## src/rtl/cpu_pkg.sv

```systemverilog
`default_nettype none
// +-------------------------------------------------------------------+
// | cpu_pkg : constants shared by the core front end                  |
// | Rev 1.0                                                           |
// +-------------------------------------------------------------------+
package cpu_pkg;
  localparam int          INST_W           = 32;
  localparam int          PC_STEP          = 4;
  localparam logic [63:0] RESET_PC_DEFAULT = 64'h0;
  localparam logic [31:0] NOP_INST         = 32'h0000_0013;
endpackage
`default_nettype wire

```

## src/rtl/fetch_unit_if.sv

```systemverilog
`default_nettype none
// +-------------------------------------------------------------------+
// | fetch_unit_if : SRAM, redirect and ID delivery signals of fetch   |
// | Rev 1.0                                                           |
// +-------------------------------------------------------------------+
interface fetch_unit_if #(
  parameter int DATA_W = 64,
  parameter int INST_W = cpu_pkg::INST_W
);
  logic              enable;
  logic [DATA_W-1:0] imem_addr;
  logic              imem_ren;
  logic [INST_W-1:0] imem_rdata;
  logic              redirect_valid;
  logic [DATA_W-1:0] redirect_pc;
  logic              inst_valid;
  logic [INST_W-1:0] inst;
  logic [DATA_W-1:0] inst_pc;
  logic              inst_ready;

  modport master (
    input  enable, imem_rdata, redirect_valid, redirect_pc, inst_ready,
    output imem_addr, imem_ren, inst_valid, inst, inst_pc
  );

  modport slave (
    output enable, imem_rdata, redirect_valid, redirect_pc, inst_ready,
    input  imem_addr, imem_ren, inst_valid, inst, inst_pc
  );
endinterface
`default_nettype wire

```

## src/rtl/fetch_queue.sv

```systemverilog
`default_nettype none
// +-------------------------------------------------------------------+
// | fetch_queue : DEPTH-entry FIFO with sync clear, exposes count     |
// | Rev 1.0                                                           |
// +-------------------------------------------------------------------+
module fetch_queue #(
  parameter int WIDTH = 96,
  parameter int DEPTH = 4
) (
  input  wire              clk,
  input  wire              arst_n,
  input  wire              clear,
  input  wire              push,
  input  wire  [WIDTH-1:0] push_data,
  input  wire              pop,
  output logic [WIDTH-1:0] head_data,
  output logic [$clog2(DEPTH+1)-1:0] count,
  output logic             full
);
  localparam int PTR_W = (DEPTH > 1) ? $clog2(DEPTH) : 1;
  localparam int CNT_W = $clog2(DEPTH + 1);

  logic [WIDTH-1:0] r_mem [DEPTH];
  logic [PTR_W-1:0] r_rd_ptr;
  logic [PTR_W-1:0] r_wr_ptr;
  logic [CNT_W-1:0] r_count;
  logic             w_pop;

  // DEPTH need not be a power of two, so pointers wrap explicitly.
  function automatic logic [PTR_W-1:0] ptr_inc(input logic [PTR_W-1:0] p);
    return (p == PTR_W'(DEPTH - 1)) ? '0 : p + PTR_W'(1);
  endfunction

  assign w_pop = pop & (r_count != '0);

  always_ff @(posedge clk or negedge arst_n) begin
    if (!arst_n) begin
      r_rd_ptr <= '0;
      r_wr_ptr <= '0;
      r_count  <= '0;
    end else if (clear) begin
      r_rd_ptr <= '0;
      r_wr_ptr <= '0;
      r_count  <= '0;
    end else begin
      if (push)  r_wr_ptr <= ptr_inc(r_wr_ptr);
      if (w_pop) r_rd_ptr <= ptr_inc(r_rd_ptr);
      unique case ({push, w_pop})
        2'b10:   r_count <= r_count + CNT_W'(1);
        2'b01:   r_count <= r_count - CNT_W'(1);
        default: ;
      endcase
    end
  end

  always_ff @(posedge clk) begin
    if (push && !clear) r_mem[r_wr_ptr] <= push_data;
  end

  assign head_data = (r_count != '0) ? r_mem[r_rd_ptr] : '0;
  assign count     = r_count;
  assign full      = (r_count == CNT_W'(DEPTH));

  // The issue credit rule must make this unreachable.
  a_no_overflow: assert property (@(posedge clk) disable iff (!arst_n)
    !(push && !clear && full));
endmodule
`default_nettype wire

```

## src/rtl/fetch_unit.sv

```systemverilog
`default_nettype none
// +-------------------------------------------------------------------+
// | fetch_unit : PC, SRAM issue/credit, redirect and prefetch queue   |
// | Rev 1.0                                                           |
// +-------------------------------------------------------------------+
module fetch_unit #(
  parameter int                DATA_W   = 64,
  parameter int                INST_W   = cpu_pkg::INST_W,
  parameter int                DEPTH    = 4,
  parameter logic [DATA_W-1:0] RESET_PC = DATA_W'(cpu_pkg::RESET_PC_DEFAULT),
  parameter int                PC_STEP  = cpu_pkg::PC_STEP
) (
  input  wire          clk,
  input  wire          arst_n,
  fetch_unit_if.master bus
);
  localparam int CNT_W = $clog2(DEPTH + 1);
  localparam int Q_W   = DATA_W + INST_W;

  if (DEPTH < 2 || DEPTH > 16) begin : g_bad_depth
    $error("fetch_unit: DEPTH must be within 2..16");
  end

  logic [DATA_W-1:0] r_fetch_pc;
  logic [DATA_W-1:0] r_req_pc;
  logic              r_inflight;
  logic [DATA_W-1:0] w_target;
  logic              w_credit;
  logic              w_issue;
  logic              w_push;
  logic              w_pop;
  logic [CNT_W-1:0]  w_count;
  logic              w_full;
  logic [Q_W-1:0]    w_head;

  assign w_target = bus.redirect_pc & ~DATA_W'(3);

  // Occupancy is taken before any pop this cycle, so a read can never
  // return into a full queue.
  assign w_credit = ({1'b0, w_count} + (CNT_W+1)'(r_inflight)) < (CNT_W+1)'(DEPTH);

  // A redirect empties the queue, so its target is issued without credit.
  assign w_issue = bus.redirect_valid ? bus.enable : (bus.enable & w_credit);

  assign bus.imem_ren  = w_issue;
  assign bus.imem_addr = bus.redirect_valid ? w_target : r_fetch_pc;

  assign w_push         = r_inflight & ~bus.redirect_valid;
  assign bus.inst_valid = bus.enable & ~bus.redirect_valid & (w_count != '0);
  assign w_pop          = bus.inst_valid & bus.inst_ready;

  always_ff @(posedge clk or negedge arst_n) begin
    if (!arst_n) begin
      r_fetch_pc <= RESET_PC;
      r_req_pc   <= '0;
      r_inflight <= 1'b0;
    end else if (bus.redirect_valid) begin
      r_inflight <= bus.enable;
      r_req_pc   <= w_target;
      r_fetch_pc <= bus.enable ? w_target + DATA_W'(PC_STEP) : w_target;
    end else if (w_issue) begin
      r_inflight <= 1'b1;
      r_req_pc   <= r_fetch_pc;
      r_fetch_pc <= r_fetch_pc + DATA_W'(PC_STEP);
    end else begin
      r_inflight <= 1'b0;
    end
  end

  fetch_queue #(
    .WIDTH (Q_W),
    .DEPTH (DEPTH)
  ) u_queue (
    .clk       (clk),
    .arst_n    (arst_n),
    .clear     (bus.redirect_valid),
    .push      (w_push),
    .push_data ({r_req_pc, bus.imem_rdata}),
    .pop       (w_pop),
    .head_data (w_head),
    .count     (w_count),
    .full      (w_full)
  );

  assign bus.inst_pc = w_head[Q_W-1:INST_W];
  assign bus.inst    = w_head[INST_W-1:0];
endmodule
`default_nettype wire

```

## src/flat_wrapper.sv

```systemverilog
// flat-port wrapper written by rule: the top's interface ports become plain ports
module fetch_unit_flat 
#(
  parameter int                DATA_W   = 64,
  parameter int                INST_W   = cpu_pkg::INST_W,
  parameter int                DEPTH    = 4,
  parameter logic [DATA_W-1:0] RESET_PC = DATA_W'(cpu_pkg::RESET_PC_DEFAULT),
  parameter int                PC_STEP  = cpu_pkg::PC_STEP
)
  (clk, arst_n, bus_enable, bus_imem_rdata, bus_redirect_valid, bus_redirect_pc, bus_inst_ready, bus_imem_addr, bus_imem_ren, bus_inst_valid, bus_inst, bus_inst_pc);
  fetch_unit_if #(.DATA_W(DATA_W), .INST_W(INST_W)) bus_i ();
  input  wire clk;
  input  wire arst_n;
  input wire logic [$bits(bus_i.enable)-1:0] bus_enable;
  input wire logic [$bits(bus_i.imem_rdata)-1:0] bus_imem_rdata;
  input wire logic [$bits(bus_i.redirect_valid)-1:0] bus_redirect_valid;
  input wire logic [$bits(bus_i.redirect_pc)-1:0] bus_redirect_pc;
  input wire logic [$bits(bus_i.inst_ready)-1:0] bus_inst_ready;
  output wire logic [$bits(bus_i.imem_addr)-1:0] bus_imem_addr;
  output wire logic [$bits(bus_i.imem_ren)-1:0] bus_imem_ren;
  output wire logic [$bits(bus_i.inst_valid)-1:0] bus_inst_valid;
  output wire logic [$bits(bus_i.inst)-1:0] bus_inst;
  output wire logic [$bits(bus_i.inst_pc)-1:0] bus_inst_pc;
  assign bus_i.enable = bus_enable;
  assign bus_i.imem_rdata = bus_imem_rdata;
  assign bus_i.redirect_valid = bus_redirect_valid;
  assign bus_i.redirect_pc = bus_redirect_pc;
  assign bus_i.inst_ready = bus_inst_ready;
  assign bus_imem_addr = bus_i.imem_addr;
  assign bus_imem_ren = bus_i.imem_ren;
  assign bus_inst_valid = bus_i.inst_valid;
  assign bus_inst = bus_i.inst;
  assign bus_inst_pc = bus_i.inst_pc;
  fetch_unit #(.DATA_W(DATA_W), .INST_W(INST_W), .DEPTH(DEPTH), .RESET_PC(RESET_PC), .PC_STEP(PC_STEP)) u_core (.clk(clk), .arst_n(arst_n), .bus(bus_i));
endmodule
```

## config.mk

```make
export PLATFORM = sky130hd
export DESIGN_NAME = fetch_unit_flat
export DESIGN_NICKNAME = d
export VERILOG_FILES = /design/src/rtl/cpu_pkg.sv /design/src/rtl/fetch_unit_if.sv /design/src/rtl/fetch_queue.sv /design/src/rtl/fetch_unit.sv /design/src/flat_wrapper.sv
export SDC_FILE = /design/constraint.sdc
export NUM_CORES = 1
export LEC_CHECK = 0
export ABC_AREA = 1
export CAP_MARGIN = 0
export CORE_UTILIZATION = 45
export CTS_CLUSTER_SIZE = 12
export DETAILED_ROUTE_END_ITERATION = 8
export PLACE_DENSITY = 0.66
export SYNTH_ARGS = -nofsm -noshare
export SYNTH_HDL_FRONTEND = slang
export SYNTH_SLANG_ARGS = --single-unit
```

## constraint.sdc

```tcl
create_clock -name clk -period 10.6 [get_ports clk]
set_input_delay 1.59 -clock clk [delete_from_list [all_inputs] [get_ports clk]]
set_output_delay 1.59 -clock clk [all_outputs]
set_load 0.01 [all_outputs]
```

==> out/results.ini <==
[layout]
antennaDiodeCount=0
fillers=5022
drive_gt1_frac=0.06044
post-route-util=0.5432
area_delta_synth_final_pct=19.34
layout.nets=3157

[global_route]
track_usage=0.2846
grt_pass1_vias=19890
grt_max_degree=100
grt_overflow_total=0
grt_first_pass_wirelength_mm=121.5
antenna_found_initial=0

[yosys]
netlist.area_leader.share=0.4550
synth_area_um2=25080
synth.yosys.warnings=0
async_flop_share=0.2593
synth_commonest_cells=644 x nand2_1, 624 x nor2_1, 380 x edfxtp_1
synth_seq_cells=513
syn_inst=2848
synth_cell_types=50
yosysSeqAreaShare=0.5878
synth_most_common_cell=nand2_1
syn_avg_cell_area_um2=8.805
synth-edff-count=380
ys.flop_type=edfxtp_1
yosys.area.top_type=edfxtp_1
synthTopCellsByArea=edfxtp_1 46%, dfrtp_1 13%, nand2_1 9.6%

[timing]
max_freq_mhz=173.3
fin_tns_setup_ns=0
setup_viol=0
drv_slew=0
slew_headroom=0.1603
grt_setup_unrepaired=false
hold_violations=0
final.period_utilization=0.5442
tightest_slew_ns=1.246
min_period_ns=5.769
hold_ws_ns=0.5035
fin_skew_ns=0.02729

[hold_path]
hp-start=u_core.r_req_pc[36]
min_path_cells=0
hp-class=reg2reg
min_to=u_core.u_queue.r_mem[3][68]

[route]
ant_nets=0
drc_errors=0
firstDrtPassIters=6
routed_wl_mm=81.45
drtIter0Drc=1681
avgRoutedWirePerCell_um=21.20
vias=20720
viasPerCell=5.394

[clock_tree]
cts.sinks=513
cts-resized-gates=0
clkLatencyLatePin_ns=0.61
cts_made_buffers=54
clockBufferDepth=3
post_cts_buffers=0
clk_pin_slew_ns=0.06
tritoncts=yes
cts.htree.levels=2
root_buffer=clkbuf_16
hold_buffers=0

[worst_setup_path]
path_common_cell=buf_4
ff2ff_setup_slack_ns=7.36
end_kind=output pin
slowest_delay_ns=0.70
cp-start-kind=input pin
cp_max_fo=90
path_class=in2out
reg2reg_depth=8
path_cells=buf_4 -> buf_4 -> nand2_1 -> o21ai_0 -> clkdlybuf4s50_1
cpMaxStageDelayCell=buf_4
r2r-end=u_core.r_fetch_pc[16]
r2r_start=u_core.u_queue.count[1]
crit_family=buffers and inverters
crit_arrival_ns=4.18
cp_num_buf_inv=3
required_ns=9.01

[run_status]
status=finished clean

[die]
start_util=0.4552
ios=263
die_area_um2=56670
core_um2=55090
die_y_um=238.1
num_rows=86
die_x_um=238.1

[power]
vdd_drop_max_mv=0.1740
leakage_nw=11.35
power.density_nw_per_um2=165.1

[place]
gp_congestion=0.9415
io_buffers=258
post-dp-hpwl_mm=54.75

[job]
maxCapViolations=0

## worst register-to-register path, stage by stage, from the launching register on
cell      delay (ns)
dfrtp_1         0.45
o211ai_1        0.22
nand2_1         0.10
buf_4           0.23
nand2_4         0.64
buf_4           0.98
o21ai_0         0.20
a21oi_1         0.18
a22oi_1         0.08
## per-layer routing
metal	part of all wire	routed length, um	GRT usage	up-vias
li1	-	-	-	9911
met1	0.44	35920	0.3989	9968
met2	0.46	37790	0.4569	734
met3	0.063	5145	0.03806	109
met4	0.032	2601	0.09596	0
met5	0	0	0	-
## cell families after synthesis
logic type	share of synthesized area
adder cells (fa/ha/maj)	0.004291
other	0.0001495
XOR/XNOR	0.008732
flip-flops	0.5878
AO/OA/AOI/OAI	0.09874
AND/OR/NAND/NOR	0.2545
buffers and inverters	0.04585
## worst max-delay path by stage
stage / startpoint / endpoint / slack [ns] / cells past startpoint
final: bus_redirect_valid / bus_imem_addr[24] / 4.83 / 5
after global routing: bus_redirect_valid / bus_imem_addr[24] / 4.71 / 5
after detailed placement: bus_redirect_valid / bus_imem_addr[28] / 4.93 / 5
after CTS: u_core.u_queue.r_rd_ptr[1] / bus_inst_pc[0] / 4.79 / 6
after floorplan: bus_redirect_valid / u_core.u_queue.r_mem[0][0] / 3.64 / 6
after global placement: bus_redirect_valid / bus_imem_addr[30] / 4.91 / 5
## cell type report
| class | instances | area [um2] | share of cell area |
|---|---|---|---|
| Sequential cell | 513 | 14750 | 0.4927 |
| Multi-Input combinational cell | 2046 | 9235 | 0.3086 |
| Timing Repair Buffer | 278 | 2731 | 0.09127 |
| Clock buffer | 86 | 1521 | 0.05084 |
| Tap cell | 748 | 935.9 | 0.03127 |
| Inverter | 155 | 590.6 | 0.01973 |
| Clock inverter | 16 | 166.4 | 0.005560 |
## sequential cells by signal, summed over array words and instances, names as in the netlist
name and cells:
u_core.u_queue.r_mem 380, u_core.r_req_pc 63, u_core.r_fetch_pc 62, u_core.u_queue.count 3, u_core.u_queue.r_rd_ptr 2, u_core.u_queue.r_wr_ptr 2, u_core.r_inflight 1
## placed cells by master (no fill, tap or decap), types with 5 or more instances in the layout
| cell type | count |
|---|---|
| clkinv_2 | 6 |
| inv_1 | 145 |
| nor2_4 | 17 |
| o21ai_0 | 295 |
| buf_4 | 21 |
| nor3_1 | 16 |
| nor3_2 | 5 |
| clkbuf_16 | 54 |
| o21ai_1 | 14 |
| xor2_1 | 22 |
| inv_2 | 6 |
| nand4_1 | 36 |
| clkdlybuf4s50_1 | 256 |
| clkbuf_8 | 5 |
| nand3b_1 | 7 |
| nand2_2 | 13 |
| dfrtp_1 | 131 |
| o211ai_1 | 11 |
| clkbuf_1 | 27 |
| a21oi_1 | 128 |
| nand2_1 | 643 |
| or2_2 | 5 |
| nand3_1 | 128 |
| ha_1 | 7 |
| nor2_2 | 26 |
| edfxtp_1 | 380 |
| a31oi_1 | 12 |
| nor2_1 | 620 |
## stage by stage
stage / worst slack [ns] / total power, mW / cell area (um2) / std cells
3_5_place_dp: 4.929 / 3.174 / 28240 / 3740
3_3_place_gp: 4.908 / 3.157 / 28240 / 3740
4_1_cts: 4.794 / 4.973 / 29930 / 3842
2_1_floorplan: 3.643 / 2.778 / 25080 / 2849
6_report: 4.831 / 4.942 / 29930 / 3842
5_1_grt: 4.710 / 5.139 / 29930 / 3842
## power by group
| group | internal (mW) | total, mW | switching [mW] | leakage (nW) |
|---|---|---|---|---|
| Clock | 1.02 | 1.80 | 0.786 | 0.803 |
| Combinational | 0.280 | 0.742 | 0.462 | 5.47 |
| Sequential | 2.29 | 2.40 | 0.104 | 5.07 |
| Total | 3.59 | 4.94 | 1.35 | 11.3 |
Power figures use the tool's default switching activity.
